## src/rtl/bcd_seven_segment_scanner.sv

```systemverilog
// Five-digit time-multiplexed 7-segment scanner for a packed BCD value.
// Captures BCD while FINISH is high and rotates one enabled digit per
// SCAN_DIV clocks. Leading zeros can be blanked, and any non-decimal
// nibble raises ERR. All outputs are registered.
module bcd_seven_segment_scanner #(
  parameter int unsigned SCAN_DIV    = 50000,
  parameter bit          BLANK_LZ    = 1'b1,
  parameter bit          AN_ACT_LOW  = 1'b1,
  parameter bit          SEG_ACT_LOW = 1'b1
) (
  input  logic        CLK,
  input  logic        RST,
  input  logic [19:0] BCD,
  input  logic        FINISH,
  output logic [4:0]  AN,
  output logic [6:0]  SEG,
  output logic        ERR
);

  localparam logic [19:0] PRE_LAST = 20'(SCAN_DIV - 1);
  localparam logic [4:0]  AN_OFF   = AN_ACT_LOW  ? 5'b11111   : 5'b00000;
  localparam logic [6:0]  SEG_OFF  = SEG_ACT_LOW ? 7'b1111111 : 7'b0000000;

  logic [19:0] latch;
  logic [19:0] pre;
  logic [2:0]  idx;

  logic [3:0]  nib;
  logic [4:1]  lead_nz;
  logic        blank;
  logic [4:0]  an_hi;
  logic [6:0]  seg_hi;
  logic        err_c;

  // Hold the converter result; FINISH acts as a load enable.
  always_ff @(posedge CLK) begin
    if (RST)         latch <= '0;
    else if (FINISH) latch <= BCD;
  end

  // Prescaler rotates the active digit once every SCAN_DIV clocks.
  always_ff @(posedge CLK) begin
    if (RST) begin
      pre <= '0;
      idx <= '0;
    end else if (pre == PRE_LAST) begin
      pre <= '0;
      idx <= (idx == 3'd4) ? 3'd0 : idx + 3'd1;
    end else begin
      pre <= pre + 20'd1;
    end
  end

  // Select the active nibble, decide blanking and decode to segments.
  always_comb begin
    nib     = 4'd0;
    blank   = 1'b0;
    an_hi   = 5'b00000;
    seg_hi  = 7'b0000000;

    // lead_nz[i] is set when any of nibbles i..4 is nonzero.
    lead_nz[4] = |latch[19:16];
    lead_nz[3] = lead_nz[4] | (|latch[15:12]);
    lead_nz[2] = lead_nz[3] | (|latch[11:8]);
    lead_nz[1] = lead_nz[2] | (|latch[7:4]);

    err_c = (latch[3:0]   > 4'd9) | (latch[7:4]   > 4'd9) |
            (latch[11:8]  > 4'd9) | (latch[15:12] > 4'd9) |
            (latch[19:16] > 4'd9);

    case (idx)
      3'd0: nib = latch[3:0];
      3'd1: begin nib = latch[7:4];   blank = BLANK_LZ && !lead_nz[1]; end
      3'd2: begin nib = latch[11:8];  blank = BLANK_LZ && !lead_nz[2]; end
      3'd3: begin nib = latch[15:12]; blank = BLANK_LZ && !lead_nz[3]; end
      3'd4: begin nib = latch[19:16]; blank = BLANK_LZ && !lead_nz[4]; end
      default: nib = 4'd0;
    endcase

    case (nib)
      4'd0:    seg_hi = 7'b0111111;
      4'd1:    seg_hi = 7'b0000110;
      4'd2:    seg_hi = 7'b1011011;
      4'd3:    seg_hi = 7'b1001111;
      4'd4:    seg_hi = 7'b1100110;
      4'd5:    seg_hi = 7'b1101101;
      4'd6:    seg_hi = 7'b1111101;
      4'd7:    seg_hi = 7'b0000111;
      4'd8:    seg_hi = 7'b1111111;
      4'd9:    seg_hi = 7'b1101111;
      default: seg_hi = 7'b1000000;
    endcase

    if (blank) begin
      seg_hi = 7'b0000000;
    end else begin
      an_hi = 5'b00001 << idx;
    end
  end

  // Register the pins so nothing combinational reaches the display.
  always_ff @(posedge CLK) begin
    if (RST) begin
      AN  <= AN_OFF;
      SEG <= SEG_OFF;
      ERR <= 1'b0;
    end else begin
      AN  <= an_hi  ^ {5{AN_ACT_LOW}};
      SEG <= seg_hi ^ {7{SEG_ACT_LOW}};
      ERR <= err_c;
    end
  end

endmodule

```

## config.mk

```make
export PLATFORM = sky130hd
export DESIGN_NAME = bcd_seven_segment_scanner
export DESIGN_NICKNAME = d
export VERILOG_FILES = /design/src/rtl/bcd_seven_segment_scanner.sv
export SDC_FILE = /design/constraint.sdc
export NUM_CORES = 1
export LEC_CHECK = 0
export CAP_MARGIN = 25
export CORE_ASPECT_RATIO = 0.7
export CORE_MARGIN = 4
export CORE_UTILIZATION = 58
export DETAILED_ROUTE_END_ITERATION = 6
export PLACE_DENSITY = 0.9
export SLEW_MARGIN = 5
export SYNTH_ARGS = -nofsm -noshare
export SYNTH_HDL_FRONTEND = slang
export SYNTH_SLANG_ARGS = --single-unit
```

## constraint.sdc

```tcl
create_clock -name CLK -period 6.55 [get_ports CLK]
set_input_delay 0.655 -clock CLK [delete_from_list [all_inputs] [get_ports CLK]]
set_output_delay 0.655 -clock CLK [all_outputs]
set_load 0.005 [all_outputs]
```

======== Yosys cells after proc, flatten, opt, wreduce, memory -nomap -nowiden ========
Memory sizes are Yosys's and may differ from the RTL's.
Index checks and enable logic that the tools add are counted.
operators by class
  $add $sub $neg .......................... 2
  order comparisons ....................... 5
  eq/ne operators ......................... 5
  shifts and indexed selects .............. 1
  mux-type cells .......................... 5
  bitwise operators ....................... 9
  reduce and logical (&&, ||, !) cells .... 10
operator list
  operator               number
  $add 20x1->20 const B  1
  $eq 20x16->1 const B   1
  $gt 4x4->1 const B     5
  $pmux 4 s5             1
  $reduce_or 4->1        4
  $mux 7                 1
  $not 7->7              1
  $or 1x1->1             7
  $eq 3x2->1 const B     2
  $mux 5                 1
  $not 5->5              1
  $shl 1x3->5 const A    1
  $logic_not 1->1        4
  $pmux 1 s4             1
  $add 3x1->3 const B    1
  $eq 3x1->1 const B     1
  $eq 3x3->1 const B     1
  $logic_not 3->1        1
  $mux 3                 1
  $reduce_or 2->1        1
word-level totals
  register bits ........................... 56
  bits in read-only memories .............. 112
  output and inout bits ................... 13
  memories ................................ 1
memory list
  name             words  width  rd ports  clocked after Yosys merged registers in  write ports  RTL line  source
  (no name shown)  16     7      1         0                                        0            80        case (nib)

======== Logic depth before layout (Yosys ltp) ========
Gate-level depths: netlist of the first run.
  depth after elaboration ................. 8
  gate-level depth with buffers ........... 11
  mapped depth without buffers ............ 9

======== Least setup slack after synthesis of the first run ========
No wires, ideal clock.
  kind .................................... register -> register
  start ................................... reg idx[2]
  end ..................................... reg SEG[0]
  data arrival time ....................... 2.137 ns
  slack ................................... 4.297 ns
  cell stages (with the launch flop) ...... 11
  cell sequence ........................... dfxtp_1 clkbuf_8 buf_6 inv_1 ha_1 a222oi_1 inv_1 ha_1 nor2_1 nor2_1 o22a_2
between the ends
  longest elaborated chain between the ends .. 5
  elaborated cells on any way between the ends .. 10
  classes of those cells .................. eq/ne: 4; mux: 3; bitwise: 1; reduce/logical: 1; memory: 1
ends and longest elaborated chain
  element                             RTL line  source
  from (decl)                         26        logic [2:0] idx;
  from (signal assigned)              48        idx <= (idx == 3'd4) ? 3'd0 : idx + 3'd1;
  $eq 3x3->1 (tied with other cells)  71        case (idx)
  $pmux 4 s5                          71
  $mem_v2 16x7                        --
  $mux 7 *                            94        if (blank) begin
  $not 7->7 (no line) *               --
  to (signal assigned)                109       SEG <= seg_hi ^ {7{SEG_ACT_LOW}};
  to (decl)                           16        output logic [6:0] SEG,
Every way passes the cells marked *; elsewhere a longest branch is shown, timed or not.
A chain may end at the register's enable or synchronous reset.

======== Worst setup path in the final report of the first run ========
Ends and elaborated chain as after synthesis.

==> results of run 1 <==
## metal layers
metal / share of wire, % / vias up / routed length [um] / global-route usage [%]
li1: - / 1016 / - / -
met1: 49 / 962 / 2540 / 28.0
met2: 44 / 70 / 2270 / 28.9
met3: 6.2 / 6 / 322 / 4.51
met4: 0.98 / 0 / 51 / 5.47
met5: 0 / - / 0 / 0
## flip-flops by register name, summed over array words and instances, names as in the netlist
signal / cells
idx: 3
latch: 20
ERR: 1
AN: 5
pre: 20
SEG: 7
## per-stage QoR
stage	instance area (um2)	hold WS [ns]
5_1_grt	3090	0.468
3_5_place_dp	2950	0.435
6_report	3090	0.453
2_1_floorplan	2610	0.412
4_1_cts	3080	0.448
3_3_place_gp	2940	0.422
## synth_stat cells (all sizes together) (2+ instances only)
cell type   n  share of area [%]
dfxtp      56                 43
nor2       50                7.2
mux2i      24                9.2
nand2      15                2.2
ha         12                5.7
nand3      12                2.3
xnor2      12                4.0
clkbuf     10                2.2
inv         9                1.3
o21ai       8                1.7
a21oi       7                1.3
and3        6                1.4
xor2        6                2.0
nor4        5                1.8
buf         4                1.3
nor3        4               0.77
a22oi       3               0.86
a2bb2oi     3                1.0
and2        3               0.77
nand3b      3               0.86
nand4       3               0.72
o2111ai     3                1.0
or4         3                1.2
o22a        2               0.77
## critical path, delay by kind of cell, from the launching register on
kind / cells / cell delay, ns
flops: 1 / 0.68
simple gates: 2 / 0.17
fa+ha+maj: 2 / 0.60
buf+inv: 2 / 0.40
compound gates: 2 / 1.02
## power by group through the flow
stage                     Clock [mW]  Combinational [mW]  Sequential, mW
after global routing           0.250              0.0931           0.370
after floorplan                    0              0.0454           0.374
after global placement             0              0.0804           0.375
final                          0.231              0.0851           0.368
after detailed placement           0              0.0834           0.375
after CTS                      0.235              0.0841           0.367
## worst max path at each step
stage	startpoint	end	slack, ns
after CTS	idx[2]	SEG[0]	3.62
after global placement	idx[2]	SEG[0]	3.75
final	idx[2]	SEG[0]	3.59
after floorplan	idx[2]	SEG[0]	4.30
after detailed placement	idx[2]	SEG[0]	3.70
after global routing	idx[2]	SEG[0]	3.33
## logic make-up (layout without fill, tap and decap cells)
group	count (synthesis)	count (layout)	share of synthesized area (%)
AND/OR/NAND/NOR	111	111	21.4
flip-flops	56	56	42.9
AO/OA/AOI/OAI	32	32	9.44
multiplexers	25	25	9.63
buffers and inverters	23	54	4.84
XOR/XNOR	18	18	6.03
adder cells (fa/ha/maj)	12	12	5.75
## final cells by class
cell class	count	share of cell area (%)
inverters	9	1.09
clock buffers	6	2.67
clock inverters	2	1.26
well taps	55	2.23
multi-input cells	198	44.2
repair buffers	37	12.3
flip-flops and latches	56	36.3
==> metrics, run 1 <==
Min-Delay Path Class=reg2reg; critical path arrival=~3.2 ns; vias in the first global route=1853; Net Count, Synth=around 310; Crit-path slowest cell=a222oi_1; Multi-input gate area=between 0.001 and 0.0015 mm2; clock share of power=around a third; sequential-to-total area share from yosys stat=between 40 and 50%; Hold Path Sink=pre[0]; # hold bufs at CTS=0; Die X=88.2 um; CP required=~6.8 ns; Achievable Freq=roughly 340 MHz; CP Class=reg2reg; Final min period=about 3.0 ns; worst r2r src=idx[2]; PD cells=between 200 and 250 mW/mm2; crit path cell chain=inv_1 > ha_1 > a222oi_1 > inv_1 > ha_1 > nor2_1 > nor2_1 > o22a_2; Pint=around 0.53 mW; Setup Buffers After CTS=0; final setup margin=roughly 3.6 ns; total power=0.684 mW; Switching Share=about 22%; clk_skew=just under 0.007 ns; Final Wtd Congestion=slightly below 0.9; GR Util All Layers=about a fifth; R2R depth=8; Max-slew headroom=39.7%; fraction of layout cells with a size suffix above 1=~7.8%; Starting DRT DRC Count=200; Pleak=between 1 and 1.5 nW; non-filler cells, final=about 360; num ports=36; Hold Startpoint=pre[0]; DP HPWL=slightly below 4000 um; fillers=between 300 and 400; worst stage delay on the critical path=between 0.8 and 0.9 ns; Starting Density=about three fifths; RSZ-0062 raised after global routing=false; hold path depth=1; PostCTS Resize Cnt=0; clk slew on worst S/H paths=0.09 ns; Post-synth EDFFs=0; # port buffers=35; Tcrit/Tclk final=about 45%; Setup WS pre-CTS=about 3.7 ns; peak supply drop=between 0.0001 and 0.00015 V; asr flop ratio synth=0%; drt wl/cell=about 14 um; clock sinks=56; CTS tree=built; FF-to-FF End=SEG[0]; Switch Pwr=between 0.15 and 0.2 mW; most common cell after layout, fill and taps aside=dfxtp_1; Max Root-Sink Buffers=2; Combinational Power Share=about an eighth; detailed-route wire length=approximately 5200 um; Via Count=between 2000 and 2500; Max Fanout on Critical Path=19; Crit. End Element=register; Rows=20; clk root buf=clkbuf_8; Pins Over Slew Limit=0; Clock Latency Late Sink=roughly 0.30 ns; global-route wire length before repair=just under 9000 um; outcome=finished, final reports clean; antenna viol nets, final=0; Unique masters post-synth=45; placed instance count=~350; Worst-Margin Slew=roughly 0.90 ns; sequential share of power=around 54%; Die Y-Extent=~64 um; Synth Register Bits=56; area grow syn2layout=18.3%; largest net degree at the start of global routing=31; CTS H-tree depth=2; startpoint types=register; vias per cell=roughly 5.7; Max-Cap Viols=0; Pre-antenna DRT Iters=4; synthesized cell area=~0.0026 mm2; Core ar.=0.00435 mm2; die footprint=0.00566 mm2; most frequent cells in the layout=56 x dfxtp_1, 50 x nor2_1, 35 x clkdlybuf4s50_1, 24 x mux2i_1, 15 x nand2_1; cts bufs inserted=5; final setup violation count=0; Synth Instances=approximately 280; initial antenna violation count=0; syn avg cell area=9.43 um2; synth warn=0; final core utilization=a little under three quarters; grt ovf=0; sequential cell area=0.00112 mm2; R2R Setup Slk=3.59 ns; # DRC=0; Synth Flop Type=dfxtp_1; n_diodes=0; Hold Fails Final Rpt=0; # nets final=342; Fin Setup TNS=0 ns
(Power assumes the default switching activity.)
==> run 2, diff against run 1 <==
Settings changed: CORE_UTILIZATION 58 to 49, PLACE_DENSITY 0.9 to 0.81.
Clock period 6.55 ns to 2.69 ns, I/O delays scaled along.
==> run 2 against run 1 <==
Compared with the run above:
- clock skew down 0.00061 ns
- critical path depth stayed put
- sequential cell count unchanged
- final cell count is 4.7% higher
- critical endpoint is now SEG[1]
- largest cell class unchanged
- highest routed layer unchanged
==> metrics, run 2 (synthesized netlist as in run 1, its figures left out) <==
Rows=21; Final Wtd Congestion=0.906; clk slew on worst S/H paths=0.09 ns; most frequent cells in the layout=56 x dfxtp_1, 50 x nor2_1, 35 x clkdlybuf4s50_1, 24 x mux2i_1, 15 x nand2_1; clock share of power=approximately 29%; Via Count=a little over 2000; most common cell after layout, fill and taps aside=dfxtp_1; num ports=36; drt wl/cell=roughly 14 um; Fin Setup TNS=0 ns; Setup Buffers After CTS=0; Max Fanout on Critical Path=12; Tcrit/Tclk final=86.0%; Setup WS pre-CTS=~0.45 ns; CP required=around 2.9 ns; Clock Latency Late Sink=around 0.30 ns; Final min period=approximately 2.3 ns; Core ar.=~0.0050 mm2; area grow syn2layout=18.1%; global-route wire length before repair=around 9100 um; clk root buf=clkbuf_8; largest net degree at the start of global routing=21; Switch Pwr=approximately 0.35 mW; Combinational Power Share=between 10% and 20%; die footprint=~0.0066 mm2; Pleak=1.22 nW; clock sinks=56; startpoint types=register; CTS H-tree depth=2; Die Y-Extent=a little under 70 um; final core utilization=between 60 and 70%; Max-slew headroom=55.7%; # DRC=0; Achievable Freq=between 400 and 500 MHz; final instance area=0.00308 mm2; Die X=~95 um; # nets final=345; RSZ-0062 raised after global routing=false; CP Class=reg2reg; total power=around 1.6 mW; outcome=finished, final reports clean; final setup margin=between 0.3 and 0.4 ns; Min-Delay Path Class=reg2reg; Starting Density=52.6%; critical path arrival=2.48 ns; Cell Area, Placed=roughly 0.003 mm2; vias per cell=between 5 and 6; final setup violation count=0; # hold bufs at CTS=0; Pre-antenna DRT Iters=4; Pint=approximately 1.2 mW; Largest regs=latch (20), pre (20), SEG (7); CTS tree=built; cts bufs inserted=5; fraction of layout cells with a size suffix above 1=roughly 8.0%; Max Root-Sink Buffers=2; placed instance count=approximately 370; clk_skew=slightly above 0.006 ns; n_diodes=0; # port buffers=35; grt ovf=0; PD cells=approximately 500 mW/mm2; Switching Share=between 20% and 30%; Worst-Margin Slew=around 0.66 ns; GR Util All Layers=between 10% and 20%; sequential share of power=roughly 58%; initial antenna violation count=0; PostCTS Resize Cnt=0; detailed-route wire length=5200 um; antenna viol nets, final=0; non-filler cells, final=380; Hold Worst Slack=between 0.4 and 0.5 ns; Starting DRT DRC Count=roughly 190; vias in the first global route=approximately 1800; Max-Cap Viols=0; Pins Over Slew Limit=0; Hold Fails Final Rpt=0; DP HPWL=3960 um; peak supply drop=roughly 0.00024 V; Crit. End Element=register
run 2: changes by cell type in the layout (fill, tap and decap cells not counted), sizes merged:
cell    previous run  this run
clkinv             1         0
bufinv             1         0
buf                2         5
clkbuf             6         8
run 2: critical path, cell delays in order, from the launching register on:
cell and delay, ns:
dfxtp_1 0.36, inv_1 0.09, ha_1 0.40, a22oi_1 0.12, o2111ai_1 0.49, inv_1 0.18
ha_1 0.33, a21oi_1 0.12, o21ai_0 0.09
run 2: worst paths after layout:
kind	startpoint	to	slack, ns	cells past startpoint
worst max-delay path	idx[0]	SEG[1]	0.38	8
worst min-delay path	pre[0]	pre[0]	0.45	1
worst max register to register	idx[0]	SEG[1]	0.38	8
worst min register to register	pre[0]	pre[0]	0.45	1
run 2: cell type report:
| cell class | count | area [um2] |
|---|---|---|
| inverters | 9 | 33.8 |
| repair buffers | 40 | 388 |
| well taps | 69 | 86.3 |
| multi-input cells | 198 | 1370 |
| fillers | 390 | 1880 |
| flip-flops and latches | 56 | 1120 |
| clock buffers | 8 | 90.1 |
run 2: power by group through the flow:
stage	Clock (mW)	Sequential, mW	Combinational (mW)
after floorplan	0	0.910	0.111
after global routing	0.505	0.903	0.227
after detailed placement	0	0.916	0.205
final	0.453	0.897	0.206
after CTS	0.468	0.897	0.207
after global placement	0	0.914	0.200
run 2: per-layer routing:
layer / track usage, % / up-vias / part of all wire (%)
met4: 3.84 / 0 / 1.1
li1: - / 1022 / -
met3: 3.59 / 7 / 6.9
met5: 0 / - / 0
met1: 26.6 / 946 / 51
met2: 22.9 / 71 / 41
